===== config.mk =====
export PLATFORM = sky130hd
export DESIGN_NAME = gemm_tile_scheduler
export DESIGN_NICKNAME = d
export VERILOG_FILES = /design/src/rtl/gemm_tile_scheduler.sv
export SDC_FILE = /design/constraint.sdc
export NUM_CORES = 2
export LEC_CHECK = 0
export ABC_CLOCK_PERIOD_IN_PS = 20200
export BUFFER_PORTS_ARGS = -buffer_cell sky130_fd_sc_hd__buf_4
export CAP_MARGIN = 20
export CORE_ASPECT_RATIO = 1.25
export CORE_MARGIN = 3
export CORE_UTILIZATION = 35
export CTS_CLUSTER_SIZE = 12
export DETAILED_ROUTE_END_ITERATION = 8
export MAX_ROUTING_LAYER = met4
export SLEW_MARGIN = 10
export SYNTH_ARGS = -nofsm -noshare
export SYNTH_HDL_FRONTEND = slang
export SYNTH_SLANG_ARGS = --single-unit

===== constraint.sdc =====
create_clock -name clk -period 20.2 [get_ports clk]
set_input_delay 2.02 -clock clk [delete_from_list [all_inputs] [get_ports clk]]
set_output_delay 2.02 -clock clk [all_outputs]
set_load 0.02 [all_outputs]

===== src/rtl/gemm_tile_scheduler.sv =====
// gemm_tile_scheduler: walks an M x K x N GEMM as W x W tiles (nt outer, mt middle, kt inner)
// and programs control_unit over its CSR port. Define TILE_SCHED_PERF_EN for perf_cycles/perf_tiles.
//
// state    | meaning
// IDLE     | waiting for start, cfg latched on accept
// CHECK    | reject zero dimensions, clear tile indices
// CALC     | register tile sizes and buffer/DDR addresses
// PROG     | 11 CSR writes describing the tile
// KICK     | write 1 to control_unit CTRL
// GAP      | one idle cycle, arm the timeout
// WAIT     | poll STATUS until the done bit or timeout
// NEXT     | advance kt, mt, nt
// FINISH   | one-cycle done pulse
module gemm_tile_scheduler #(
  parameter int          SYSTOLIC_ARRAY_WIDTH = 16,
  parameter int          ADDR_WIDTH           = 10,
  parameter int          CSR_ADDR_WIDTH       = 8,
  parameter int          DIM_WIDTH            = 16,
  parameter logic [31:0] DDR_TILE_STRIDE      = 32'h400,
  parameter int          TIMEOUT_CYCLES       = 65535
) (
  input  logic                      clk,
  input  logic                      rst,
  input  logic                      start,
  input  logic [DIM_WIDTH-1:0]      cfg_m,
  input  logic [DIM_WIDTH-1:0]      cfg_k,
  input  logic [DIM_WIDTH-1:0]      cfg_n,
  input  logic [ADDR_WIDTH-1:0]     cfg_addr_a,
  input  logic [ADDR_WIDTH-1:0]     cfg_addr_b,
  input  logic [ADDR_WIDTH-1:0]     cfg_addr_c,
  input  logic [ADDR_WIDTH-1:0]     cfg_addr_d,
  input  logic [31:0]               cfg_addr_ddr,
  input  logic [2:0]                cfg_vpu_mode,
  input  logic [15:0]               cfg_lat_c,
  input  logic [15:0]               cfg_lat_d,
  output logic                      busy,
  output logic                      done,
  output logic [1:0]                err,
  output logic [CSR_ADDR_WIDTH-1:0] cu_csr_addr,
  output logic                      cu_csr_wr_en,
  output logic [31:0]               cu_csr_wr_data,
  output logic                      cu_csr_rd_en,
  input  logic [31:0]               cu_csr_rd_data
`ifdef TILE_SCHED_PERF_EN
  ,
  output logic [31:0]               perf_cycles,
  output logic [15:0]               perf_tiles
`endif
);

  localparam int            LOG2W    = $clog2(SYSTOLIC_ARRAY_WIDTH);
  localparam int            TW       = DIM_WIDTH + 1;
  localparam logic [TW-1:0] W_T      = TW'(SYSTOLIC_ARRAY_WIDTH);
  localparam logic [TW-1:0] ONE_T    = TW'(1);
  localparam logic [31:0]   TMO_LOAD = 32'(TIMEOUT_CYCLES - 1);

  typedef enum logic [3:0] {
    S_IDLE, S_CHECK, S_CALC, S_PROG, S_KICK, S_GAP, S_WAIT, S_NEXT, S_FINISH
  } state_t;

  state_t state_q, state_d;

  logic [DIM_WIDTH-1:0]  m_q, k_q, n_q;
  logic [ADDR_WIDTH-1:0] a_q, b_q, c_q, d_q;
  logic [31:0]           ddr_q;
  logic [2:0]            vpu_q;
  logic [15:0]           lat_c_q, lat_d_q;
  logic [TW-1:0]         mt_q, kt_q, nt_q;
  logic [TW-1:0]         tile_m_q, tile_k_q, tile_n_q;
  logic [ADDR_WIDTH-1:0] addr_a_q, addr_b_q, addr_c_q, addr_d_q;
  logic [31:0]           ddr_tile_q;
  logic [3:0]            prog_idx_q;
  logic [31:0]           tmo_q;
  logic [1:0]            err_q;

  logic [TW-1:0]         t_m, t_k, t_n, rem_m, rem_k, rem_n;
  logic [31:0]           idx_d;
  logic [ADDR_WIDTH-1:0] addr_a_n, addr_b_n, addr_d_n, addr_c_n;
  logic                  zero_dim, kt_last, mt_last, nt_last;
  logic [2:0]            vpu_eff;
  logic [CSR_ADDR_WIDTH-1:0] prog_addr;
  logic [31:0]           prog_data;
  logic                  unused_rd_bits;

  assign t_m   = ({1'b0, m_q} + W_T - ONE_T) >> LOG2W;
  assign t_k   = ({1'b0, k_q} + W_T - ONE_T) >> LOG2W;
  assign t_n   = ({1'b0, n_q} + W_T - ONE_T) >> LOG2W;
  assign rem_m = {1'b0, m_q} - (mt_q << LOG2W);
  assign rem_k = {1'b0, k_q} - (kt_q << LOG2W);
  assign rem_n = {1'b0, n_q} - (nt_q << LOG2W);

  // Index arithmetic in 32 bits so truncation to ADDR_WIDTH is a true modulo.
  assign idx_d    = 32'(mt_q) * 32'(t_n) + 32'(nt_q);
  assign addr_a_n = a_q + (ADDR_WIDTH'(32'(mt_q) * 32'(t_k) + 32'(kt_q)) << LOG2W);
  assign addr_b_n = b_q + (ADDR_WIDTH'(32'(kt_q) * 32'(t_n) + 32'(nt_q)) << LOG2W);
  assign addr_d_n = d_q + (ADDR_WIDTH'(idx_d) << LOG2W);
  assign addr_c_n = (kt_q == '0) ? c_q + (ADDR_WIDTH'(idx_d) << LOG2W) : addr_d_n;

  assign zero_dim = (m_q == '0) || (k_q == '0) || (n_q == '0);
  assign kt_last  = (kt_q == t_k - ONE_T);
  assign mt_last  = (mt_q == t_m - ONE_T);
  assign nt_last  = (nt_q == t_n - ONE_T);
  assign vpu_eff  = kt_last ? vpu_q : 3'd0;
  assign err      = err_q;
  assign unused_rd_bits = ^{cu_csr_rd_data[31:2], cu_csr_rd_data[0]};

  always_ff @(posedge clk or posedge rst) begin
    if (rst) state_q <= S_IDLE;
    else     state_q <= state_d;
  end

  always_comb begin
    state_d = state_q;
    case (state_q)
      S_IDLE:   if (start) state_d = S_CHECK;
      S_CHECK:  state_d = zero_dim ? S_FINISH : S_CALC;
      S_CALC:   state_d = S_PROG;
      S_PROG:   if (prog_idx_q == 4'd10) state_d = S_KICK;
      S_KICK:   state_d = S_GAP;
      S_GAP:    state_d = S_WAIT;
      S_WAIT: begin
        if (cu_csr_rd_data[1]) state_d = S_NEXT;
        else if (tmo_q == '0)  state_d = S_FINISH;
      end
      S_NEXT:   state_d = (kt_last && mt_last && nt_last) ? S_FINISH : S_CALC;
      S_FINISH: state_d = S_IDLE;
      default:  state_d = S_IDLE;
    endcase
  end

  always_ff @(posedge clk or posedge rst) begin
    if (rst) begin
      m_q <= '0; k_q <= '0; n_q <= '0;
      a_q <= '0; b_q <= '0; c_q <= '0; d_q <= '0;
      ddr_q <= '0; vpu_q <= '0; lat_c_q <= '0; lat_d_q <= '0;
      mt_q <= '0; kt_q <= '0; nt_q <= '0;
      tile_m_q <= '0; tile_k_q <= '0; tile_n_q <= '0;
      addr_a_q <= '0; addr_b_q <= '0; addr_c_q <= '0; addr_d_q <= '0;
      ddr_tile_q <= '0; prog_idx_q <= '0; tmo_q <= '0; err_q <= '0;
    end else begin
      case (state_q)
        S_IDLE: if (start) begin
          m_q <= cfg_m; k_q <= cfg_k; n_q <= cfg_n;
          a_q <= cfg_addr_a; b_q <= cfg_addr_b; c_q <= cfg_addr_c; d_q <= cfg_addr_d;
          ddr_q <= cfg_addr_ddr; vpu_q <= cfg_vpu_mode;
          lat_c_q <= cfg_lat_c; lat_d_q <= cfg_lat_d;
          err_q <= '0;
        end
        S_CHECK: begin
          mt_q <= '0; kt_q <= '0; nt_q <= '0;
          if (zero_dim) err_q[0] <= 1'b1;
        end
        S_CALC: begin
          tile_m_q   <= (rem_m > W_T) ? W_T : rem_m;
          tile_k_q   <= (rem_k > W_T) ? W_T : rem_k;
          tile_n_q   <= (rem_n > W_T) ? W_T : rem_n;
          addr_a_q   <= addr_a_n;
          addr_b_q   <= addr_b_n;
          addr_c_q   <= addr_c_n;
          addr_d_q   <= addr_d_n;
          ddr_tile_q <= ddr_q + idx_d * DDR_TILE_STRIDE;
          prog_idx_q <= '0;
        end
        S_PROG: prog_idx_q <= prog_idx_q + 4'd1;
        S_GAP:  tmo_q <= TMO_LOAD;
        S_WAIT: if (!cu_csr_rd_data[1]) begin
          if (tmo_q == '0) err_q[1] <= 1'b1;
          else             tmo_q <= tmo_q - 32'd1;
        end
        S_NEXT: begin
          if (kt_last) begin
            kt_q <= '0;
            if (mt_last) begin
              mt_q <= '0;
              nt_q <= nt_q + ONE_T;
            end else begin
              mt_q <= mt_q + ONE_T;
            end
          end else begin
            kt_q <= kt_q + ONE_T;
          end
        end
        default: ;
      endcase
    end
  end

  always_comb begin
    prog_addr = '0;
    prog_data = '0;
    case (prog_idx_q)
      4'd0:  begin prog_addr = CSR_ADDR_WIDTH'(8'h10); prog_data = 32'(tile_m_q);       end
      4'd1:  begin prog_addr = CSR_ADDR_WIDTH'(8'h14); prog_data = 32'(tile_k_q);       end
      4'd2:  begin prog_addr = CSR_ADDR_WIDTH'(8'h18); prog_data = 32'(tile_n_q);       end
      4'd3:  begin prog_addr = CSR_ADDR_WIDTH'(8'h20); prog_data = 32'(addr_a_q);       end
      4'd4:  begin prog_addr = CSR_ADDR_WIDTH'(8'h24); prog_data = 32'(addr_b_q);       end
      4'd5:  begin prog_addr = CSR_ADDR_WIDTH'(8'h28); prog_data = 32'(addr_c_q);       end
      4'd6:  begin prog_addr = CSR_ADDR_WIDTH'(8'h2C); prog_data = 32'(addr_d_q);       end
      4'd7:  begin prog_addr = CSR_ADDR_WIDTH'(8'h30); prog_data = ddr_tile_q;          end
      4'd8:  begin prog_addr = CSR_ADDR_WIDTH'(8'h34); prog_data = {29'd0, vpu_eff};    end
      4'd9:  begin prog_addr = CSR_ADDR_WIDTH'(8'h38); prog_data = {16'd0, lat_c_q};    end
      4'd10: begin prog_addr = CSR_ADDR_WIDTH'(8'h3C); prog_data = {16'd0, lat_d_q};    end
      default: ;
    endcase
  end

  always_comb begin
    busy           = 1'b0;
    done           = 1'b0;
    cu_csr_addr    = '0;
    cu_csr_wr_en   = 1'b0;
    cu_csr_wr_data = '0;
    cu_csr_rd_en   = 1'b0;
    case (state_q)
      S_CHECK, S_CALC, S_GAP, S_NEXT: busy = 1'b1;
      S_PROG: begin
        busy           = 1'b1;
        cu_csr_wr_en   = 1'b1;
        cu_csr_addr    = prog_addr;
        cu_csr_wr_data = prog_data;
      end
      S_KICK: begin
        busy           = 1'b1;
        cu_csr_wr_en   = 1'b1;
        cu_csr_wr_data = 32'h1;
      end
      S_WAIT: begin
        busy         = 1'b1;
        cu_csr_rd_en = 1'b1;
        cu_csr_addr  = CSR_ADDR_WIDTH'(8'h04);
      end
      S_FINISH: done = 1'b1;
      default: ;
    endcase
  end

`ifdef TILE_SCHED_PERF_EN
  logic [31:0] perf_cycles_q;
  logic [15:0] perf_tiles_q;

  always_ff @(posedge clk or posedge rst) begin
    if (rst) begin
      perf_cycles_q <= '0;
      perf_tiles_q  <= '0;
    end else if (state_q == S_IDLE && start) begin
      perf_cycles_q <= '0;
      perf_tiles_q  <= '0;
    end else begin
      if (state_q != S_IDLE && perf_cycles_q != '1) perf_cycles_q <= perf_cycles_q + 32'd1;
      if (state_q == S_NEXT) perf_tiles_q <= perf_tiles_q + 16'd1;
    end
  end

  assign perf_cycles = perf_cycles_q;
  assign perf_tiles  = perf_tiles_q;
`endif

endmodule


==> impl_metrics.ini <==
[drt]
viasPerCell = 5.20
route.detailed.drc = 0
postRouteAntennaNets = 0
vias = 24200
drtIter0Drc = 1711
wirelength_um = 87700
drt_pass1_iterations = 6
wl_per_cell_um = 18.9

[synth]
synthesis.area_um2 = 29000
ys_async_sr_fraction_pct = 100
ys_ff_latch = 371
yosysWarnings = 0
ys_seq_area_share_pct = 32.0
synth_ff_type = dfrtp_1
synthDistinctLibCells = 91
syn_inst = 3429
synth-edff-count = 0
syn_area_per_cell_um2 = 8.45

[timing]
min_period_ns = 9.90
maxSlewViolCount = 0
fmax_mhz = 101
worst_slew_pin_slew_ns = 1.14
setup_viol_count_final = 0
fin_worst_skew_ns = 0.0240
min_period_over_period_pct = 49.0
timing.setup.tns_ns = 0
rsz0062_at_grt = no
finalHoldViolCount = 0
maxSlewHeadroom_pct = 23.1

[floorplanning]
initial_core_util_pct = 35.4
coreArea_um2 = 81800
rows = 117
die_w_um = 263
die-area_um2 = 86300
die_h_um = 328
io_pins = 236

[global_routing]
use_met1_pct = 24.5
grt.total_usage_pct = 20.8
grt_pass1_wl_um = 138000
grt_max_degree = 121
grt_pass1_vias = 24400
use_met3_pct = 3.51
busiest_layer = met2
use_met2_pct = 35.6
grt.overflow.total = 0
antenna_found_initial = 3

[flow_run]
maxCapViolations = 0

[critical_path]
crit_path_frequent_cell = fa_1
cpPeakStageDelay_ns = 0.84
cp.required_ns = 20.64
crit_type = flip-flop to flip-flop
cp-startpoint = n_q[6]
worst-path-max-fanout = 9
crit_buf_inv = 3
worstPathArrival_ns = 10.34
critPathLaunchType = flip-flop
cp-end-kind = flip-flop
crit_family = adder cells
r2r_start = n_q[6]
cp_slowest_cell = nor4_1

[clocking]
cts_buffer_depth = 3
cts_tree = yes
post_cts_resized = 0
ctsHtreeMaxLevel = 2
cts_sinks = 371
cts_made_buffers = 42
postCtsHoldBufs = 0
postCtsSetupBuffers = 0
root_buffer = clkbuf_16
cts.clk_slew.worst_paths_ns = 0.06
clk_latency_ns = 0.60

[finish]
fillers = 8242
area_growth_syn_to_layout_pct = 13.4
layout_common_cells = nand2_1 (835), dfrtp_1 (371), inv_1 (307), buf_4 (235), nor2_1 (197)
final_nets = 4088
drive_gt1_share_pct = 9.59
final_util_pct = 40.2
final_common_cell = nand2_1

[place]
buffer_ports.inserted = 200
gp_congestion = 0.889
dp_hpwl_um = 66100

[worst_hold_path]
hp-start = ddr_tile_q[30]
hp-class = flip-flop to flip-flop

[pwr]
power_density_nw_per_um2 = 116
vdd_drop_max_mv = 0.0641
cellLeakagePower_uw = 0.0159

[run_status]
outcome = finished clean
[power by group]
part | total [µW] | leakage, µW | internal, µW | switching [µW]
sequential | 1240 | 0.00477 | 964 | 278
combinational | 1800 | 0.0104 | 661 | 1130
clock | 780 | 0.000659 | 446 | 334
total | 3820 | 0.0159 | 2070 | 1750
[per-layer routing]
metal / part of all wire [%] / vias to the layer above
li1: - / 11600
met1: 40 / 11800
met2: 50 / 686
met3: 5.8 / 154
met4: 4.2 / 0
met5: 0 / -
[Yosys cell counts, types with 10 or more instances]
cell        n  area (µm²)
a211oi_1   15         113
a21o_1     46         345
a21oi_1    89         445
a221oi_1   10        87.6
a22o_1     10        87.6
a22oi_1    35         263
a31oi_1    29         181
and2_1     90         563
and3_1     20         125
clkbuf_1  144         541
dfrtp_1   371        9280
fa_1      174        3480
ha_1      175        2190
inv_1     308        1160
mux2i_1    21         210
nand2_1   835        3130
nand2b_1   16         100
nand3_1    66         330
nand4_1    20         125
nor2_1    198         743
nor2b_1    24         150
nor3_1     53         265
nor4_1     32         200
o211ai_1   10        75.1
o21a_1     15         113
o21ai_0   160         801
o22ai_1    10        62.6
o31ai_1    24         180
o41ai_1    11        96.3
or2_2      15        93.8
or3_1      23         144
or4_1      17         128
xnor2_1   150        1310
xor2_1     63         552
[area by class of cell]
cell class	instances	area (µm²)	area share, %
multi-input cells	2582	17900	54.5
flip-flops and latches	371	9280	28.2
repair buffers	235	1760	5.37
well taps	1071	1340	4.08
clock buffers	63	1220	3.71
inverters	317	1200	3.64
clock inverters	9	148	0.449
diodes	2	5.00	0.0152
[per-stage QoR]
stage | instance area, µm² | setup slack, ns | hold slack (ns) | cells | power, µW
final | 32900 | 10.30 | 0.467 | 4650 | 3820
after global routing | 32900 | 9.57 | 0.493 | 4650 | 4120
after CTS | 32900 | 10.37 | 0.472 | 4648 | 3840
after detailed placement | 31500 | 10.39 | 0.457 | 4576 | 3040
after global placement | 31500 | 10.45 | 0.452 | 4576 | 3010
after floorplan | 29000 | 7.88 | 0.439 | 3432 | 2450
[registers in the layout, indices dropped and copies added (netlist names), 16 cells and up]
register and count:
kt_q 17, k_q 16, ddr_tile_q 32, lat_d_q 16, mt_q 17, n_q 16, tile_m_q 17, tile_k_q 17
ddr_q 32, tmo_q 32, m_q 16, nt_q 17, lat_c_q 16, tile_n_q 17
[worst paths after layout]
kind	end	slack [ns]	depth (start not counted)
max in group asynchronous	ddr_q[31]	16.29	4
setup / recovery	ddr_tile_q[31]	10.30	31
hold / removal	ddr_tile_q[30]	0.47	2
setup reg to reg	ddr_tile_q[31]	10.30	31
hold reg to reg	ddr_tile_q[30]	0.47	2
min in group asynchronous	lat_d_q[0]	1.60	2
[worst reg2reg max path, delay by kind of cell (launching register included)]
family                   cells  cell delay [ns]
AND/OR/NAND/NOR              9             2.22
AO/OA/AOI/OAI                7             1.64
flip-flops                   1             0.60
buffers and inverters        3             0.17
adder cells (fa/ha/maj)      8             3.77
XOR/XNOR                     4             1.34
[cell families after synthesis]
| group | count (synthesis) | share of synthesized area (%) |
|---|---|---|
| flops | 371 | 32.0 |
| compound gates | 543 | 12.3 |
| fa+ha+maj | 350 | 19.6 |
| simple gates | 1445 | 22.3 |
| other cells | 1 | 0.0129 |
| mux | 26 | 0.920 |
| buf+inv | 479 | 6.32 |
| xor+xnor | 214 | 6.51 |
No activity file was read; power rests on OpenSTA's default activity.
